`config.mk`:
```
export PLATFORM = sky130hd
export DESIGN_NAME = enabled_register_bank
export DESIGN_NICKNAME = d
export VERILOG_FILES = /design/src/rtl/enabled_register_bank_pkg.sv /design/src/rtl/enabled_register_bank_mux8to1_b32.sv /design/src/rtl/enabled_register_bank.sv
export SDC_FILE = /design/constraint.sdc
export NUM_CORES = 1
export LEC_CHECK = 0
export ABC_CLOCK_PERIOD_IN_PS = 6300
export BUFFER_PORTS_ARGS = -buffer_cell sky130_fd_sc_hd__clkbuf_2
export CORE_AREA = 4 4 150 152
export DETAILED_ROUTE_END_ITERATION = 12
export DIE_AREA = 0 0 154 156
export PLACE_DENSITY_LB_ADDON = 0.2
export SLEW_MARGIN = 40
export SYNTH_ARGS = -nofsm -noshare
export SYNTH_HDL_FRONTEND = slang
export SYNTH_SLANG_ARGS = --single-unit
```
`constraint.sdc`:
```
create_clock -name CLK -period 6.3 [get_ports CLK]
set_clock_uncertainty 0.15 [all_clocks]
set_input_delay 0.315 -clock CLK [delete_from_list [all_inputs] [get_ports CLK]]
set_output_delay 0.315 -clock CLK [all_outputs]
set_load 0.01 [all_outputs]
```
`src/rtl/enabled_register_bank_pkg.sv`:
```
// Shared sizing constants and the address type for the eight-entry register bank.
package enabled_register_bank_pkg;

   localparam int NUM_ENTRIES = 8;
   localparam int ADDR_W      = 3;
   localparam int DEF_WIDTH   = 32;

   typedef logic [ADDR_W-1:0] addr_t;

endpackage

```
`src/rtl/enabled_register_bank_mux8to1_b32.sv`:
```
// Eight-way word selector used for each read port of the register bank.
module mux8to1_b32 #(
   parameter int WIDTH = 32
) (
   input  logic             S2,
   input  logic             S1,
   input  logic             S0,
   input  logic [WIDTH-1:0] I7,
   input  logic [WIDTH-1:0] I6,
   input  logic [WIDTH-1:0] I5,
   input  logic [WIDTH-1:0] I4,
   input  logic [WIDTH-1:0] I3,
   input  logic [WIDTH-1:0] I2,
   input  logic [WIDTH-1:0] I1,
   input  logic [WIDTH-1:0] I0,
   output logic [WIDTH-1:0] Y
);

   always_comb begin
      Y = I0;
      case ({S2, S1, S0})
         3'd0: Y = I0;
         3'd1: Y = I1;
         3'd2: Y = I2;
         3'd3: Y = I3;
         3'd4: Y = I4;
         3'd5: Y = I5;
         3'd6: Y = I6;
         3'd7: Y = I7;
         default: Y = I0;
      endcase
   end

endmodule

```
`src/rtl/enabled_register_bank.sv`:
```
// Eight-entry register bank, one write port and two combinational read ports.
// Optional falling-edge trace monitor compiled in with ENABLED_REGISTER_TRACE_EN.
module enabled_register_bank
   import enabled_register_bank_pkg::*;
#(
   parameter int               WIDTH       = DEF_WIDTH,
   parameter logic [WIDTH-1:0] RESET_VALUE = '0
) (
   input  logic             CLK,
   input  logic             RST,
   input  logic             EN,
   input  addr_t            WA,
   input  logic [WIDTH-1:0] D,
   input  addr_t            RA1,
   input  addr_t            RA2,
   output logic [WIDTH-1:0] Q1,
   output logic [WIDTH-1:0] Q2
);

   logic [WIDTH-1:0]       entry [NUM_ENTRIES];
   logic [NUM_ENTRIES-1:0] we;

   // One-hot write decode; all zero when EN is low.
   always_comb begin
      we = '0;
      if (EN) we[WA] = 1'b1;
   end

   // Reset wins over a same-edge write.
   always_ff @(posedge CLK) begin
      if (RST) begin
         for (int k = 0; k < NUM_ENTRIES; k++) entry[k] <= RESET_VALUE;
      end else begin
         for (int k = 0; k < NUM_ENTRIES; k++)
            if (we[k]) entry[k] <= D;
      end
   end

   mux8to1_b32 #(.WIDTH(WIDTH)) u_rd1 (
      .S2(RA1[2]), .S1(RA1[1]), .S0(RA1[0]),
      .I7(entry[7]), .I6(entry[6]), .I5(entry[5]), .I4(entry[4]),
      .I3(entry[3]), .I2(entry[2]), .I1(entry[1]), .I0(entry[0]),
      .Y(Q1)
   );

   mux8to1_b32 #(.WIDTH(WIDTH)) u_rd2 (
      .S2(RA2[2]), .S1(RA2[1]), .S0(RA2[0]),
      .I7(entry[7]), .I6(entry[6]), .I5(entry[5]), .I4(entry[4]),
      .I3(entry[3]), .I2(entry[2]), .I1(entry[1]), .I0(entry[0]),
      .Y(Q2)
   );

`ifdef ENABLED_REGISTER_TRACE_EN
   // Observation only; reads state, never drives it.
   always @(negedge CLK) begin
      for (int k = 0; k < NUM_ENTRIES; k++)
         $display("entry[%0d] = %h", k, entry[k]);
      $display("entry[7] dec=%0d bin=%b", entry[7], entry[7]);
   end
`else
`endif

endmodule

```
After elaboration in Yosys (flattened, before gate mapping). Memory sizes are Yosys's and may differ from the RTL's. Cells that the tools add are included.

Register bits after elaboration: 0. Memory bits (writable): 256. Output and inout port bits: 64. Logic and storage cells: 67. Memories kept: 1.

Magnitude comparators: 2. Equal/unequal tests: 14. Multiplexer cells: 39. Bitwise operators: 8. Reduce and logical (&&, ||, !) cells: 3.

Memory list: entry (words 8, width 32, read ports 8, clocked after Yosys merged registers in 0, wr ports 8, RTL line enabled_register_bank.sv:20) `logic [WIDTH-1:0] entry [NUM_ENTRIES];`.

Operators by type and width (number): 32-bit case mux with 8 select lines (2); 32-bit 2-to-1 mux (8); 1-bit 2-to-1 mux (27); 3-bit == test (second input constant) (8); 3-bit by 2-bit == test with 1-bit output (second input constant) (4); 8-bit 2-to-1 mux (1); 1-bit OR (8); 3-bit by 1-bit == test with 1-bit output (second input constant) (2); 3-bit zero test (2); 3-bit by 4-bit less-than comparator with 1-bit output (second input constant) (1); 1-bit demux with 3-bit select (1); 3-bit by 1-bit >= comparator with 1-bit output (second input constant) (1); 1-bit logical AND (1).

Longest topological paths before layout. Gate-level depths: netlist (run 1).

Depth in word-level cells: 9. Depth in mapped cells: 7. Gate-level depth less buffers: 4.

By module. From an unflattened synthesis (run 1), not the netlist that was laid out.

Cell total of the unflattened synthesis: 1174. Area total of the unflattened synthesis: 13528.0 um2.

By module, submodules not included: enabled_register_bank (instances 1, cells each 562, area an instance 9038.7 um2, sequential area each 7687.4 um2); mux8to1_b32 (instances 2, cells each 306, area an instance 2244.7 um2, sequential area each 0.0 um2).

Worst setup path after synthesis (run 1). OpenSTA, ideal clock, no wires.

Kind: input port to flip-flop. From: input port EN. To: memory entry[6][0], in the netlist entry[1][64] (enable). Library setup time: 0.428 ns. Data arrival time: 1.908 ns. Setup slack: 3.814 ns. Cell stages on the path: 2. Path buffers: 0. Cells stage by stage: nand3_1 -> o21bai_1.

RTL lines: start: declaration (RTL line enabled_register_bank.sv:11) `input logic EN,`; end: declaration (RTL line enabled_register_bank.sv:20).

Worst setup path in the final report (run 1).
From: input port RA2[2]. To: output port Q2[27].

Cells in the longest elaborated chain, start to end: 2. Elaborated cells on any way between the ends: 9. Those cells by class: eq/ne: 7; mux: 1; reduce/logical: 1.

Ends and longest elaborated chain: start: declaration (RTL line enabled_register_bank.sv:15) `input addr_t RA2,`; 3-bit == test, or another cell as far along (RTL line enabled_register_bank_mux8to1_b32.sv:21) `case ({S2, S1, S0})`; 32-bit case mux with 8 select lines * (RTL line enabled_register_bank_mux8to1_b32.sv:21); end: declaration (RTL line enabled_register_bank.sv:17) `output logic [WIDTH-1:0] Q2`.

Every way passes the cells marked *; elsewhere a longest branch is shown, timed or not.

==> flow_summary.json, run 1 <==
{
  "status": "finished clean",
  "cts_setup_buffers": 0,
  "synthesis.area_um2": 13540,
  "cts_resized": 0,
  "critPathArrivalTime_ns": 2.97,
  "ys.flop_type": "edfxtp_1",
  "core_region_area_um2": 21020,
  "maxSlewViolCount": 0,
  "instances_no_fill": 1509,
  "report.final.hold_viol_count": 0,
  "synthArstFlopShare_pct": 0,
  "synth_top_area_cell": "edfxtp_1",
  "cts.clk_slew.worst_paths_ns": 0.06,
  "cts_max_level": 1,
  "drive_above_1_share_pct": 18.96,
  "initial_core_util_pct": 64.43,
  "cts_tree": "built",
  "clock-root-buffer": "clkbuf_16",
  "synth-seq-cells": 256,
  "viasPerCell": 6.549,
  "reg_top3": "entry (256)",
  "whs_ns": 0.07236,
  "ys_seq_area_share_pct": 56.76,
  "postPlaceCellArea_um2": 14090,
  "rows": 53,
  "finalCritPeriodShare_pct": 54.55,
  "fin_util_pct": 70.95,
  "synth_area_leaders": "edfxtp_1 57%, nor2_1 8.5%, mux2i_1 5.5%",
  "power.total_mw": 4.152,
  "io_pins": 108,
  "synthCells": 1149,
  "cp-start-kind": "input pin",
  "tightest_slew_ns": 0.8824,
  "largest_register": "entry",
  "crit_family": "buffers and inverters",
  "grt_max_degree": 65,
  "grt_first_pass_wirelength_mm": 57.07,
  "totalWireLength_mm": 37.86,
  "post-place-ws_ns": 2.800,
  "num_vias": 9883,
  "die_w_um": 154,
  "first_pass_iters": 6,
  "die-area_um2": 24020,
  "yosysWarnings": 0,
  "powerDensity_nw_per_um2": 278.4,
  "worstHoldStart": "D[28]",
  "synth_edf_count": 256,
  "cp_cell_sequence": "clkbuf_2 -> buf_6 -> inv_2 -> and2_1 -> buf_4 -> a221oi_2 -> nor2_1 -> clkbuf_2",
  "critPathMostFrequentCell": "clkbuf_2",
  "slew_headroom_pct": 41.17,
  "wire_per_inst_um": 25.09,
  "fillers": 1497,
  "dp_hpwl_mm": 20.73,
  "grt_usage_pct": 31.27,
  "yosysMostFrequentCell": "nor2_1",
  "hold-path-cell-count": 3,
  "p_leak_nw": 5.910,
  "antenna_found_initial": 0,
  "nNetsFinal": 1261,
  "path_buf_inv": 5,
  "drc_errors": 0,
  "ant_nets": 0,
  "crit_start": "RA2[2]",
  "max_stage_delay_ns": 0.75,
  "grt_pass1_vias": 9975,
  "largest_reg_flops": 256,
  "hold_buffers": 0,
  "vdd_drop_max_v": 0.0002121,
  "synth_area_per_cell_um2": 11.79,
  "final_area_um2": 14910,
  "ys_types": 41,
  "hold_class": "input pin to flop",
  "period_minus_slack_ns": 3.436,
  "yosys.area.top_type_share_pct": 56.76,
  "crit_type": "input pin to output pin",
  "tns_ns": 0,
  "syn_to_final_growth_pct": 10.12,
  "grt.overflow.total": 0,
  "finalSetupViolCount": 0,
  "dp_cells": 1462,
  "place_congestion": 0.8631,
  "io_buffers": 107,
  "crit_required_ns": 5.83,
  "diodes": 0,
  "worstSetupEndpointType": "output pin",
  "whs_endpoint": "entry[1][92]$_DFFE_PP_",
  "cts_num_sinks": 256,
  "cap_violations": 0,
  "cts.path.max_buffers": 3,
  "die_h_um": 156,
  "synthTopCellsByCount": "306 x nor2_1, 256 x edfxtp_1, 75 x mux2i_1",
  "critPathMaxFanout": 50,
  "synth_nets": 1193,
  "rsz0062_at_grt": "no",
  "layout_setup_ws_ns": 2.864,
  "crit_slowest_cell": "and2_1",
  "drt-initial-drc-count": 1339,
  "fmax_ghz": 0.2910,
  "numCtsBuffers": 27
}
per-layer routing:
metal	track usage (%)	wire length, um	part of all wire [%]
met1	42.02	13730	36
met2	52.50	18240	48
met3	4.716	4710	12
met4	11.31	1178	3.1
met5	0	0	0
power breakdown:
part / internal, mW / switching, mW
Sequential: 2.01 / 0.0675
Combinational: 0.211 / 0.359
Clock: 0.864 / 0.642
cells in the final DEF, fill, tap and decap left out, types with 16 or more instances in the layout:
cell and instances:
nor2_1 306, a221oi_2 41, nand2_1 28, buf_4 22, mux2i_1 75, inv_1 71, edfxtp_1 256, nand2b_1 48
o2bb2ai_1 22, a22oi_1 17, clkbuf_16 27, a22o_1 31, a21oi_1 56, clkbuf_2 102, a221oi_1 16, a211o_1 23
how the worst max path moves through the flow:
stage / to / depth (start not counted) / slack, ns
floorplan: entry[1][64]$_DFFE_PP_ / 2 / 3.81
global placement: Q2[27] / 8 / 2.83
detailed placement: Q2[27] / 8 / 2.80
CTS: Q2[27] / 8 / 2.77
global route: Q2[27] / 8 / 2.85
finish: Q2[27] / 8 / 2.86
logic make-up (layout without fill, tap and decap cells):
group / Yosys count / in the layout / share of synthesized area [%]
AO/OA/AOI/OAI: 219 / 219 / 14.18
buffers and inverters: 162 / 247 / 6.217
flip-flops: 256 / 256 / 56.76
multiplexers: 99 / 99 / 9.811
AND/OR/NAND/NOR: 413 / 413 / 13.03
final cells by class:
class                           instances  area, um^2  area share (%)
Inverter                               72       270.3           1.812
Tap cell                              275       344.1           2.307
Clock inverter                         12       108.9          0.7299
Timing Repair Buffer                  129       721.9           4.841
Sequential cell                       256        7687           51.54
Multi-Input combinational cell        731        5080           34.06
Clock buffer                           34       701.9           4.706
No activity file was read; power rests on OpenSTA's default activity.
==> run 2: changes to the inputs <==
Settings changed: ABC_AREA set to 1, ABC_CLOCK_PERIOD_IN_PS 6300 to 3100, CORE_AREA 4 4 150 152 to 4 4 165 167, DIE_AREA 0 0 154 156 to 0 0 169 171.
Clock period 6.3 ns to 3.1 ns, I/O delays scaled along.
==> run 2 against run 1 <==
  * Sequential share of layout area shrank 3.6 points
  * Sequential power grew 100%
  * Global-route usage shrank 0.85 points
  * Largest cell class unchanged
  * First-iteration DRC count grew 40%
  * Clock power grew 120%
  * Cell count grew 36%
  * Worst setup slack lost 2.3 ns
  * Largest power group unchanged
  * Synthesized area grew 3.8%
  * Cell area grew 7.5%
==> flow_summary.json, run 2 <==
{
  "synth_nets": 1675,
  "highest_layer": "met4",
  "ys_types": 22,
  "worstSetupEndpointType": "output pin",
  "largest_register": "entry",
  "drc_errors": 0,
  "synth-simple-area-share_pct": 37.75,
  "maxSlewViolCount": 0,
  "crit_type": "input pin to output pin",
  "rsz0062_at_grt": "no",
  "fmax_ghz": 0.3871,
  "cp_cell_sequence": "buf_4 -> buf_4 -> nand3_2 -> buf_4 -> nor2_1 -> nor2_1 -> nand3_1 -> clkbuf_2",
  "most-common-layout-cells": "417 x nor2_1, 321 x nand4_1, 262 x nand2_1",
  "cts_resized": 0,
  "crit_required_ns": 2.79,
  "period_minus_slack_ns": 2.583,
  "cp-start-kind": "input pin",
  "synth_top_area_cell": "edfxtp_1",
  "crit_start": "RA2[1]",
  "synth-seq-cells": 256,
  "core_region_area_um2": 25760,
  "diodes": 0,
  "first_pass_iters": 6,
  "dp_hpwl_mm": 25.64,
  "hold_class": "input pin to flop",
  "cts_setup_buffers": 0,
  "die-area_um2": 28900,
  "numCtsBuffers": 27,
  "cts.clk_slew.worst_paths_ns": 0.06,
  "report.final.hold_viol_count": 0,
  "ys_seq_area_share_pct": 54.69,
  "met3WireLength_mm": 5.521,
  "synth_edf_count": 256,
  "grt_first_pass_wirelength_mm": 69.55,
  "tightest_slew_ns": 0.7342,
  "slew_headroom_pct": 51.00,
  "critPathMostFrequentCell": "buf_4",
  "crit_slowest_cell": "nand3_2",
  "synthesis.area_um2": 14060,
  "max_stage_delay_ns": 0.61,
  "num_vias": 13130,
  "hold_buffers": 32,
  "synthCells": 1631,
  "cts_max_level": 1,
  "grt_max_degree": 118,
  "wire_per_inst_um": 21.84,
  "grt.overflow.total": 0,
  "die_h_um": 171,
  "status": "finished clean",
  "yosysWarnings": 0,
  "finalSetupViolCount": 0,
  "met2_length_mm": 20.21,
  "rows": 59,
  "multi_input_area_um2": 5460,
  "place_congestion": 0.8500,
  "yosys.area.top_type_share_pct": 54.69,
  "cts_num_sinks": 256,
  "finalCritPeriodShare_pct": 83.34,
  "critPathArrivalTime_ns": 2.28,
  "largest_reg_flops": 256,
  "p_leak_nw": 6.869,
  "drt-initial-drc-count": 1875,
  "synth_top_family_by_area": "simple AND/OR/NAND/NOR gates",
  "syn_to_final_growth_pct": 14.04,
  "initial_core_util_pct": 54.56,
  "nNetsFinal": 1737,
  "synth_xor_xnor_area_share_pct": 0,
  "synth_area_per_cell_um2": 8.618,
  "totalWireLength_mm": 44.71,
  "critPathMaxFanout": 34,
  "synthTopCellsByCount": "419 x nor2_1, 321 x nand4_1, 262 x nand2_1",
  "yosysMostFrequentCell": "nor2_1",
  "cap_violations": 0,
  "tns_ns": 0,
  "final_common_cell": "nor2_1",
  "worstHoldStart": "WA[2]",
  "synth_mux_area_share_pct": 0,
  "clock-root-buffer": "clkbuf_16",
  "synthArstFlopShare_pct": 0,
  "hold-path-cell-count": 4,
  "grt_usage_pct": 30.42,
  "synth_compound_area_share_pct": 0.2670,
  "ant_nets": 0,
  "regArea_um2": 7687,
  "reg_top3": "entry (256)",
  "antenna_found_initial": 0,
  "post-place-ws_ns": 0.6472,
  "viasPerCell": 6.413,
  "vdd_drop_max_v": 0.0004772,
  "synth_area_leaders": "edfxtp_1 55%, nand4_1 14%, nor2_1 11%",
  "met1_length_mm": 17.52,
  "ys.flop_type": "edfxtp_1",
  "die_w_um": 169,
  "powerDensity_nw_per_um2": 541.4,
  "cts_tree": "built",
  "io_pins": 108,
  "layout_setup_ws_ns": 0.5166,
  "synth_fa_ha_area_share_pct": 0,
  "drive_above_1_share_pct": 12.79,
  "cts.path.max_buffers": 3,
  "fillers": 2127,
  "grt_pass1_vias": 12680,
  "io_buffers": 107,
  "whs_endpoint": "entry[0][7]$_SDFFCE_PN0P_"
}
run 2: changes by cell type after synthesis, sizes merged, moves of 31 or more:
cell,previous run,this run
buf,57,106
a221oi,57,0
a21oi,56,0
nand3,4,131
nand2b,55,0
mux2i,75,0
nor2,308,421
a22o,31,0
nand4,0,322
nand2,29,264
run 2: worst max path at each step:
stage / cells past startpoint / end
after floorplan: 3 / entry[0][64]$_SDFFCE_PN0P_
after global placement: 8 / Q2[21]
after detailed placement: 8 / Q2[24]
after CTS: 8 / Q2[20]
after global routing: 8 / Q2[1]
final: 8 / Q2[19]
run 2: critical path: cells and delay by family:
family        cells  cell delay, ns
simple gates      4            0.85
buf+inv           4            1.25
run 2: power by group:
group          leakage (nW)  internal [mW]  switching (mW)  total (mW)
Combinational          3.95          0.343           0.857        1.20
Sequential             2.48           4.08           0.121        4.20
Clock                 0.436           1.92            1.36        3.28
run 2: layer usage:
metal  vias up  global-route usage, %
met3       130                  5.753
met2       925                  47.71
met1      6180                  42.67
met4         0                  11.27
met5         -                      0
li1       5892                      -
run 2: per-stage QoR:
stage               util (%)  power (mW)  hold WS [ns]  instance area, um^2  std cells
floorplan                  -       4.935        0.2815                14060       1631
global placement       57.36       5.379        0.4010                14780       1966
detailed placement     57.51       5.411        0.4061                14820       1967
CTS                    62.18       8.664       0.03615                16020       2047
global route           62.22       8.955       0.08974                16030       2047
finish                 62.22       8.678       0.04931                16030       2047
run 2: cell type report:
class,instances,area share (%)
sequential,256,47.96
multi-input combinational,1150,34.06
timing repair buffer,184,8.087
clock buffer,28,4.239
tap,335,2.615
inverter,74,1.764
clock inverter,20,1.272
run 2: cell families (layout without fill, tap and decap cells):
group,after synthesis,count (layout)
simple gates,1143,1143
buf+inv,225,306
compound gates,7,7
flops,256,256
==> run 3: changes to the inputs <==
Settings changed: ABC_CLOCK_PERIOD_IN_PS 3100 to 2450, CORE_AREA 4 4 165 167 to 4 4 157 159, DIE_AREA 0 0 169 171 to 0 0 161 163.
Clock period 3.1 ns to 2.45 ns, I/O delays scaled along.
==> run 3 against run 2 <==
  * Combinational power up 30%
  * Sequential power up 26%
  * Hold slack worse by 0.016 ns
  * Sequential cell count unchanged
  * Clock power up 12%
==> flow_summary.json, run 3 (synthesized netlist as in run 2, its figures left out) <==
{
  "status": "finished clean",
  "maxSlewViolCount": 0,
  "critPathArrivalTime_ns": 1.83,
  "die_w_um": 161,
  "grt.overflow.total": 0,
  "report.final.hold_viol_count": 0,
  "grt_util_met3_pct": 6.732,
  "grt_max_degree": 131,
  "grt_first_pass_wirelength_mm": 70.07,
  "core_region_area_um2": 23260,
  "totalWireLength_mm": 45.25,
  "slew_headroom_pct": 53.30,
  "numCtsBuffers": 27,
  "finalSetupViolCount": 0,
  "post-place-ws_ns": 0.4646,
  "finalCritPeriodShare_pct": 85.86,
  "place_congestion": 0.8612,
  "cts.clk_slew.worst_paths_ns": 0.06,
  "die-area_um2": 26240,
  "p_leak_nw": 6.904,
  "cts_tree": "built",
  "grt_usage_pct": 33.83,
  "antenna_found_initial": 2,
  "ant_nets": 0,
  "tns_ns": 0,
  "cap_violations": 0,
  "critPathMaxFanout": 130,
  "met1_usage_pct": 45.18,
  "path_buf_inv": 5,
  "drive_above_1_share_pct": 12.97,
  "cp-start-kind": "input pin",
  "gr-usage-met2_pct": 54.59,
  "drc_errors": 0,
  "rsz0062_at_grt": "no",
  "nNetsFinal": 1751,
  "syn_to_final_growth_pct": 14.28,
  "cts.path.max_buffers": 3,
  "num_vias": 13390,
  "largest_register": "entry",
  "drt-initial-drc-count": 1892,
  "crit_type": "input pin to output pin",
  "power.total_mw": 10.54,
  "busiest_layer": "met2",
  "wire_per_inst_um": 22.10,
  "rows": 56,
  "vdd_drop_max_v": 0.0006511,
  "clock-root-buffer": "clkbuf_16",
  "cts_setup_buffers": 0,
  "cts_num_sinks": 256,
  "io_pins": 108,
  "viasPerCell": 6.543,
  "crit_required_ns": 2.18,
  "crit_slowest_cell": "buf_12",
  "io_buffers": 107,
  "worstSetupEndpointType": "output pin",
  "layout_setup_ws_ns": 0.3465,
  "first_pass_iters": 8,
  "period_minus_slack_ns": 2.103,
  "whs_ns": 0.03285,
  "die_h_um": 163,
  "cts_max_level": 1,
  "reg_top3": "entry (256)",
  "largest_reg_flops": 256,
  "most-common-layout-cells": "417 x nor2_1, 321 x nand4_1, 262 x nand2_1",
  "final_common_cell": "nor2_1",
  "powerDensity_nw_per_um2": 656.1,
  "tightest_slew_ns": 0.7005,
  "crit_family": "buffers and inverters",
  "grt_pass1_vias": 13180,
  "cp_cell_sequence": "buf_4 -> buf_12 -> inv_2 -> nand3_1 -> buf_4 -> nor2_1 -> nor2_1 -> nand3_1 -> clkbuf_2",
  "max_stage_delay_ns": 0.44,
  "dp_hpwl_mm": 25.06,
  "hold_class": "input pin to flop",
  "fmax_ghz": 0.4754,
  "initial_core_util_pct": 60.42
}
==> run 3: timing repair <==
item,in CTS,in global routing
hold buffers,32,0
resized for setup,0,0
hold endpoints to repair,256,0
==> run 3: routing by layer <==
metal	share of wire [%]	vias to the layer above
li1	-	5931
met1	36	6217
met2	47	1080
met3	14	163
met4	3.7	2
met5	0.022	-
==> run 3: area by class of cell <==
class,count,area [um^2]
tap,319,399.1
antenna,1,2.502
sequential,256,7687
clock inverter,15,65.06
inverter,74,277.8
timing repair buffer,198,1493
multi-input combinational,1150,5436
fill,1855,7199
clock buffer,34,701.9
==> run 3: where the power goes <==
| part | switching [mW] | total (mW) | internal (mW) |
|---|---|---|---|
| sequential | 0.152 | 5.31 | 5.16 |
| clock | 1.66 | 3.67 | 2.01 |
| combinational | 1.10 | 1.56 | 0.463 |
| total | 2.91 | 10.5 | 7.63 |
==> run 3: stage by stage <==
| stage | area (um^2) | instances | utilization, % |
|---|---|---|---|
| after floorplan | 14070 | 1631 | - |
| after global placement | 14960 | 1964 | 64.32 |
| after detailed placement | 14970 | 1965 | 64.37 |
| after CTS | 16060 | 2046 | 69.04 |
| after global routing | 16060 | 2047 | 69.05 |
| final | 16060 | 2047 | 69.05 |
==> run 3: path summary, 6_finish.rpt <==
kind	start	to	slack, ns	depth (start not counted)
setup / recovery	RA1[0]	Q1[4]	0.35	9
hold / removal	WA[2]	entry[0][7]$_SDFFCE_PN0P_	0.03	4
